$ cat src/rtl/mul_stream_ctrl.sv
// mul_stream_ctrl: sequences one signed 16x16 multiply at a time through an
// external multiplier and queues the 32-bit products in a small result FIFO.
//
// Ports
//   clk, rst_n                 clock (rising edge), asynchronous active-low reset
//   in_valid/in_ready          operand handshake, in_a/in_b signed 16-bit operands
//   mul_start                  one-cycle start pulse to the multiplier
//   mul_a/mul_b                registered operands held for the multiplier
//   mul_product/mul_done       multiplier result and its one-cycle valid pulse
//   out_valid/out_ready        result stream handshake, out_product = FIFO head
//   busy                       operation in progress or results still queued
//   timeout_err/clear_err      sticky missing-done flag and its synchronous clear
module mul_stream_ctrl #(
  parameter int unsigned TIMEOUT = 15,
  parameter int unsigned DEPTH   = 2
) (
  input  logic               clk,
  input  logic               rst_n,
  input  logic               in_valid,
  output logic               in_ready,
  input  logic signed [15:0] in_a,
  input  logic signed [15:0] in_b,
  output logic               mul_start,
  output logic signed [15:0] mul_a,
  output logic signed [15:0] mul_b,
  input  logic signed [31:0] mul_product,
  input  logic               mul_done,
  output logic               out_valid,
  input  logic               out_ready,
  output logic signed [31:0] out_product,
  output logic               busy,
  output logic               timeout_err,
  input  logic               clear_err
);

  localparam int unsigned PtrW = $clog2(DEPTH);
  localparam int unsigned CntW = $clog2(DEPTH + 1);

  localparam logic [1:0] StIdle  = 2'd0;
  localparam logic [1:0] StIssue = 2'd1;
  localparam logic [1:0] StWait  = 2'd2;

  logic [1:0]         state_q, state_d;
  logic [7:0]         wait_cnt_q, wait_cnt_d;
  logic signed [15:0] mul_a_q, mul_b_q;
  logic [PtrW-1:0]    wr_ptr_q, rd_ptr_q;
  logic [CntW-1:0]    count_q, count_d;
  logic signed [31:0] mem_q [DEPTH];
  logic               err_q, err_d;
  logic               accept, push, pop, timeout_hit;

  // Only one operation is ever in flight, so checking for a free slot at
  // accept time is enough to make FIFO overflow impossible.
  assign in_ready    = (state_q == StIdle) && (count_q < CntW'(DEPTH));
  assign accept      = in_valid && in_ready;
  assign out_valid   = (count_q != '0);
  assign pop         = out_valid && out_ready;
  assign out_product = mem_q[rd_ptr_q];
  assign mul_start   = (state_q == StIssue);
  assign mul_a       = mul_a_q;
  assign mul_b       = mul_b_q;
  assign busy        = (state_q != StIdle) || out_valid;
  assign timeout_err = err_q;

  // mul_done outside StWait falls through untouched: no push, no transition.
  always_comb begin
    state_d     = state_q;
    wait_cnt_d  = wait_cnt_q;
    push        = 1'b0;
    timeout_hit = 1'b0;
    case (state_q)
      StIdle: begin
        if (accept) state_d = StIssue;
      end
      StIssue: begin
        wait_cnt_d = '0;
        state_d    = StWait;
      end
      StWait: begin
        if (mul_done) begin
          push    = 1'b1;
          state_d = StIdle;
        end else if (wait_cnt_q == 8'(TIMEOUT - 1)) begin
          // TIMEOUT cycles spent in StWait without a done pulse
          timeout_hit = 1'b1;
          state_d     = StIdle;
        end else begin
          wait_cnt_d = wait_cnt_q + 8'd1;
        end
      end
      default: state_d = StIdle;
    endcase
  end

  always_comb begin
    count_d = count_q;
    case ({push, pop})
      2'b10:   count_d = count_q + CntW'(1);
      2'b01:   count_d = count_q - CntW'(1);
      default: count_d = count_q;
    endcase
  end

  // A new timeout wins over a simultaneous clear.
  always_comb begin
    err_d = err_q;
    if (clear_err)   err_d = 1'b0;
    if (timeout_hit) err_d = 1'b1;
  end

  always_ff @(posedge clk or negedge rst_n) begin
    if (!rst_n) begin
      state_q    <= StIdle;
      wait_cnt_q <= '0;
      mul_a_q    <= '0;
      mul_b_q    <= '0;
      wr_ptr_q   <= '0;
      rd_ptr_q   <= '0;
      count_q    <= '0;
      err_q      <= 1'b0;
    end else begin
      state_q    <= state_d;
      wait_cnt_q <= wait_cnt_d;
      count_q    <= count_d;
      err_q      <= err_d;
      if (accept) begin
        mul_a_q <= in_a;
        mul_b_q <= in_b;
      end
      // DEPTH is a power of two, so natural pointer overflow wraps modulo DEPTH.
      if (push) wr_ptr_q <= wr_ptr_q + PtrW'(1);
      if (pop)  rd_ptr_q <= rd_ptr_q + PtrW'(1);
    end
  end

  // Storage is reset so out_product reads zero straight out of reset.
  always_ff @(posedge clk or negedge rst_n) begin
    if (!rst_n) begin
      for (int i = 0; i < int'(DEPTH); i++) mem_q[i] <= '0;
    end else if (push) begin
      mem_q[wr_ptr_q] <= mul_product;
    end
  end

endmodule

$ cat config.mk
export PLATFORM = sky130hd
export DESIGN_NAME = mul_stream_ctrl
export DESIGN_NICKNAME = d
export VERILOG_FILES = /design/src/rtl/mul_stream_ctrl.sv
export SDC_FILE = /design/constraint.sdc
export NUM_CORES = 1
export LEC_CHECK = 0
export ABC_AREA = 1
export CORE_MARGIN = 3
export CORE_UTILIZATION = 48
export CTS_CLUSTER_SIZE = 20
export DETAILED_ROUTE_END_ITERATION = 10
export GPL_ROUTABILITY_DRIVEN = 0
export PLACE_DENSITY_LB_ADDON = 0.08
export SLEW_MARGIN = 30
export SYNTH_ARGS = -nofsm -noshare
export SYNTH_HDL_FRONTEND = slang
export SYNTH_SLANG_ARGS = --single-unit
$ cat constraint.sdc
create_clock -name clk -period 2.1 [get_ports clk]
set_input_delay 0.42 -clock clk [delete_from_list [all_inputs] [get_ports clk]]
set_output_delay 0.42 -clock clk [all_outputs]
set_load 0.005 [all_outputs]
==> results of run 1 <==
## cell type report
class / count / area (sq um)
Multi-Input combinational cell: 412 / 1904
Timing Repair Buffer: 156 / 1717
Fill cell: 810 / 2975
Tap cell: 133 / 166.4
Sequential cell: 111 / 2779
Clock inverter: 5 / 65.06
Inverter: 51 / 196.4
Clock buffer: 11 / 151.4
## cells by family (layout without fill, tap and decap cells)
family / Yosys count / count (layout) / synth area share [%]
and+or+nand+nor: 332 / 332 / 26.67
AOI/OAI and AO/OA: 69 / 69 / 8.640
buffers and inverters: 81 / 223 / 6.972
xor gates and xnor gates: 4 / 4 / 0.6973
adders and majority gates: 7 / 7 / 1.743
DFF: 111 / 111 / 55.28
## report_power, final
part	switching [W]	internal (W)	leakage [nW]
logic	0.00200	0.00227	2.42
registers	0.000550	0.00308	1.41
clock network	0.000713	0.000629	0.110
total	0.00327	0.00598	3.94
## path summary, 6_finish.rpt
| path | startpoint | end | slack, ps | depth (start not counted) |
|---|---|---|---|---|
| hold reg to reg | mul_a[3] | mul_a[3] | 480 | 2 |
| hold / removal | rst_n | mul_b[3] | 80 | 1 |
| max in group asynchronous | rst_n | mem_q[48] | 1390 | 2 |
| min in group clk | mul_a[3] | mul_a[3] | 480 | 2 |
| setup reg to reg | state_q[0] | mul_a[9] | 260 | 9 |
| setup / recovery | rd_ptr_q | out_product[6] | 20 | 5 |
## worst max-delay path, cell delays in order (launching register included)
cell	delay, ps
dfrtp_2	460
clkinv_4	120
buf_8	120
nand2_1	40
nand2_1	70
clkdlybuf4s50_1	500
## sequential cells by signal, indices dropped and copies added (netlist names)
name	flops
count_q	2
mem_q	64
mul_a	16
mul_b	16
rd_ptr_q	1
state_q	2
timeout_err	1
wait_cnt_q	8
wr_ptr_q	1
## metrics by stage
| stage | hold WS [ps] | util [%] |
|---|---|---|
| 3_3_place_gp | 453.5 | 66.01 |
| 6_report | 78.54 | 70.11 |
| 5_1_grt | 115.7 | 70.11 |
| 4_1_cts | 92.84 | 68.35 |
| 3_5_place_dp | 457.6 | 66.01 |
| 2_1_floorplan | 124.4 | - |
## timing repair
item / in CTS / in global routing
endpoints found under the setup margin: 27 / 32
hold buffers: 0 / 0
buffers inserted: 1 / 1
resized for setup: 8 / 38
pin swaps: 0 / 0
gates cloned: 0 / 3
## cell usage in the layout (no fill, tap or decap), drive strengths merged, types with 7 or more instances in the layout
cell type / netlist / final
nor2: 12 / 12
o21ai: 67 / 67
nand2: 274 / 274
nand3: 41 / 41
dfrtp: 111 / 111
clkbuf: 23 / 14
ha: 7 / 7
dlymetal6s2s: 0 / 30
clkdlybuf4s50: 0 / 104
inv: 50 / 51
buf: 7 / 16
## per-layer routing
| layer | vias up | track usage, % | routed length (microns) |
|---|---|---|---|
| li1 | 2140 | - | - |
| met1 | 1984 | 29.72 | 5370 |
| met2 | 99 | 33.48 | 5552 |
| met3 | 8 | 5.672 | 839 |
| met4 | 0 | 5.320 | 84 |
| met5 | - | 0 | 0 |
==> metrics.csv, run 1 <==
stage;metric;value;unit
finish;area grow syn2layout;38.89;%
timing;final setup TNS;0;ps
min_path;worst min path class;in2async;
yosys;Top FF cell, synth;dfrtp_1;
clock_network;Clock Latency Late Sink;360;ps
floorplan;die footprint;11730;sq um
timing;fin crit share;99.12;%
yosys;sequential share of the synthesized area;55.28;%
flow_run;MaxCap Viol Count;0;
clock_network;Root Driver;clkbuf_8;
grt;vias in the first global route;4298;
timing;endpoints failing hold;0;
route;drt via density;4.813;
placed_design;worst slack, placed;182.9;ps
floorplan;die width;108.3;microns
worst_setup_path;Crit Path Class;reg2out;
route;WL per Instance;13.48;microns
finish;Layout Nets;818;
clock_network;CTS tree;built;
finish;diode count;0;
pwr;Pwr Total;0.009244;W
timing;Worst-Margin Slew;642.5;ps
yosys;#FFs+latches synth;111;
route;vias;4231;
yosys;Mapped Area;5025;sq um
yosys;top post-synthesis cells by count;264 x nand2_1, 111 x dfrtp_1, 50 x inv_1;
worst_setup_path;worst path arrival time;1660;ps
timing;Final Setup Violations;0;
floorplan;Rows;36;
timing;post-route minimum period;2081;ps
grt;total grt overflow;0;
timing;post-route worst setup slack;18.54;ps
clock_network;clk slew on worst S/H paths;100;ps
timing;Max Freq;0.4804;GHz
finish;final instance area;6979;sq um
route;antenna-violating nets left;0;
worst_setup_path;Crit Path Max Fanout;5;
yosys;most common cell in the synthesized netlist;nand2_1;
timing;Max Slew Vio Count;0;
pwr;VDD IR max;0.5942;mV
yosys;Yosys warnings;0;
route;final WL;11850;microns
grt;first-pass GRT wire length;20070;microns
finish;layout cells sized above 1;10.05;%
outcome;status;finished, final reports clean;
route;First-pass DRT Iterations;4;
grt;initial antenna violation count;0;
grt;largest net degree at the start of global routing;66;
yosys;Synth top area share;55.28;%
pwr;Power Density;1325;nW/um^2
yosys;asr flop ratio synth;100.0;%
yosys;Syn Inst Count;604;
floorplan;Ports;139;
clock_network;CTS max path bufs;2;
yosys;area leader, netlist;dfrtp_1;
yosys;dominant cells by area after synthesis;dfrtp_1 55%, nand2_1 20%, nand3_1 4.1%;
yosys;Syn Nets;681;
timing;Slew HR;57.17;%
clock_network;H-tree depth reported by CTS;3;
worst_setup_path;Data required, critical path;1680;ps
timing;RSZ-0062 raised after global routing;true;
placed_design;number of port buffers;138;
route;DRC viols;0;
yosys;Yosys cell types;22;
placed_design;Placed Area;6571;sq um
clock_network;# clock sinks;111;
grt;total track usage;21.31;%
clock_network;CTS buffer count;9;
yosys;Post-synth EDFFs;0;
route;initial DRC count;239;
floorplan;Initial Utilization;50.48;%
timing;clock skew;10.07;ps
worst_setup_path;CP startpoint kind;flip-flop;
placed_design;detailed placement HPWL;8213;microns
floorplan;core area;9955;sq um
placed_design;cell count after placement;858;
pwr;Lkg Pwr;3.936;nW
finish;final non-filler cell total;879;
floorplan;die height;108.3;microns
worst_setup_path;Crit. End Element;output port;
yosys;synthesized area per cell;8.319;sq um
(Power assumes the default switching activity.)
==> inputs of run 2 (changes only) <==
- SKIP_CTS_REPAIR_TIMING: default -> 1
- SLEW_MARGIN: 30 -> 10
==> metrics.csv, run 2 (synthesis results as in run 1) <==
stage;metric;value;unit
finish;Layout Nets;814;
finish;Util after Layout;68.56;%
floorplan;Rows;36;
clock_network;# clock sinks;111;
pwr;sw frac;35.12;%
clock_network;CTS max path bufs;2;
worst_setup_path;worst path arrival time;1680;ps
floorplan;Initial Utilization;50.48;%
outcome;status;finished with violations;
finish;layout cells sized above 1;9.299;%
route;drt via density;4.793;
clock_network;CTS buffer count;9;
floorplan;die footprint;11730;sq um
route;antenna-violating nets left;0;
pwr;Pwr Total;0.009156;W
pwr;Seq pwr share;39.6;%
timing;endpoints failing hold;0;
grt;first-pass GRT wire length;20040;microns
timing;Max Slew Vio Count;0;
timing;RSZ-0062 raised after global routing;true;
timing;post-route worst setup slack;-3.470;ps
pwr;Lkg Pwr;3.552;nW
finish;diode count;0;
timing;Worst-Margin Slew;651.0;ps
route;DRC viols;0;
flow_run;MaxCap Viol Count;0;
grt;initial antenna violation count;0;
route;initial DRC count;246;
grt;vias in the first global route;4282;
timing;Final Setup Violations;1;
finish;most frequent cells in the layout;264 x nand2_1, 131 x clkdlybuf4s50_1, 111 x dfrtp_1, 48 x inv_1, 41 x nand3_1;
timing;Max Freq;0.4754;GHz
pwr;Internal Power;0.005940;W
clock_network;H-tree depth reported by CTS;3;
timing;Slew HR;56.60;%
pwr;Power Density;1341;nW/um^2
timing;post-route minimum period;2103;ps
worst_setup_path;Crit. End Element;output port;
finish;flip-flop count of the largest register after layout;64;
worst_setup_path;Crit Path Max Fanout;23;
floorplan;Ports;139;
worst_setup_path;Data required, critical path;1680;ps
clock_network;CTS tree;built;
grt;total grt overflow;0;
timing;clock skew;8.099;ps
timing;fin crit share;100.2;%
pwr;clock share of power;14.7;%
floorplan;core area;9955;sq um
floorplan;die height;108.3;microns
grt;largest net degree at the start of global routing;66;
floorplan;die width;108.3;microns
worst_setup_path;CP startpoint kind;flip-flop;
clock_network;Root Driver;clkbuf_8;
finish;most common cell after layout, fill and taps aside;nand2_1;
route;First-pass DRT Iterations;4;
finish;Top reg by flops;mem_q;
route;WL per Instance;13.31;microns
pwr;Comb power frac;45.8;%
route;final WL;11640;microns
worst_setup_path;Crit Path Class;reg2out;
pwr;VDD IR max;0.6130;mV
clock_network;Clock Latency Late Sink;360;ps
outcome;failing checks;setup timing;
placed_design;detailed placement HPWL;8213;microns
finish;area grow syn2layout;35.83;%
pwr;P_sw;0.003215;W
route;vias;4194;
min_path;worst min path class;in2async;
grt;total track usage;21.27;%
placed_design;number of port buffers;138;
clock_network;clk slew on worst S/H paths;100;ps
## run 2: path summary, 6_finish.rpt
kind                             from              end  slack (ps)  cells after the start
setup / recovery             rd_ptr_q  out_product[30]          -3                      5
hold / removal                  rst_n         mul_b[3]          80                      1
setup reg to reg           state_q[1]         mul_a[9]         260                      9
hold reg to reg             mul_a[10]        mul_a[10]         480                      2
max in group asynchronous       rst_n        mem_q[42]        1390                      2
min in group clk            mul_a[10]        mul_a[10]         480                      2
## run 2: power by group through the flow
stage / clock network [W] / registers (W) / logic [W]
floorplan: 0 / 0.00357 / 0.00203
global placement: 0 / 0.00361 / 0.00412
detailed placement: 0 / 0.00365 / 0.00422
CTS: 0.00137 / 0.00361 / 0.00425
global route: 0.00147 / 0.00375 / 0.00473
finish: 0.00134 / 0.00362 / 0.00419
## run 2: layout make-up
type | instances | area (sq um)
clock inverters | 5 | 65.06
flip-flops and latches | 111 | 2778
repair buffers | 152 | 1569
well taps | 133 | 166.4
multi-input cells | 412 | 1904
fillers | 836 | 3129
clock buffers | 11 | 151.4
inverters | 51 | 191.4
## run 2: critical path, cell delays in order, from the launching register on
cell and delay (ps):
dfrtp_1 410, clkinv_1 100, buf_12 170, nand2_1 60, nand2_1 80, clkdlybuf4s50_1 500
## run 2: stage by stage
stage	area [sq um]	TNS [ps]	std cells	worst slack, ps	hold WS [ps]
3_5_place_dp	6571	0	858	182.9	457.6
2_1_floorplan	5025	0	604	423.6	124.4
3_3_place_gp	6571	0	858	229.3	453.5
6_report	6825	-3.470	875	-3.470	83.93
5_1_grt	6825	-1659	875	-82.91	114.4
4_1_cts	6788	-1089	874	-196.4	92.84
## run 2: per-layer routing
| layer | wire length [microns] | vias to the layer above | GRT usage, % |
|---|---|---|---|
| li1 | - | 2135 | - |
| met1 | 5389 | 1950 | 29.76 |
| met2 | 5384 | 98 | 33.30 |
| met3 | 749 | 11 | 5.672 |
| met4 | 119 | 0 | 5.320 |
| met5 | 0 | - | 0 |
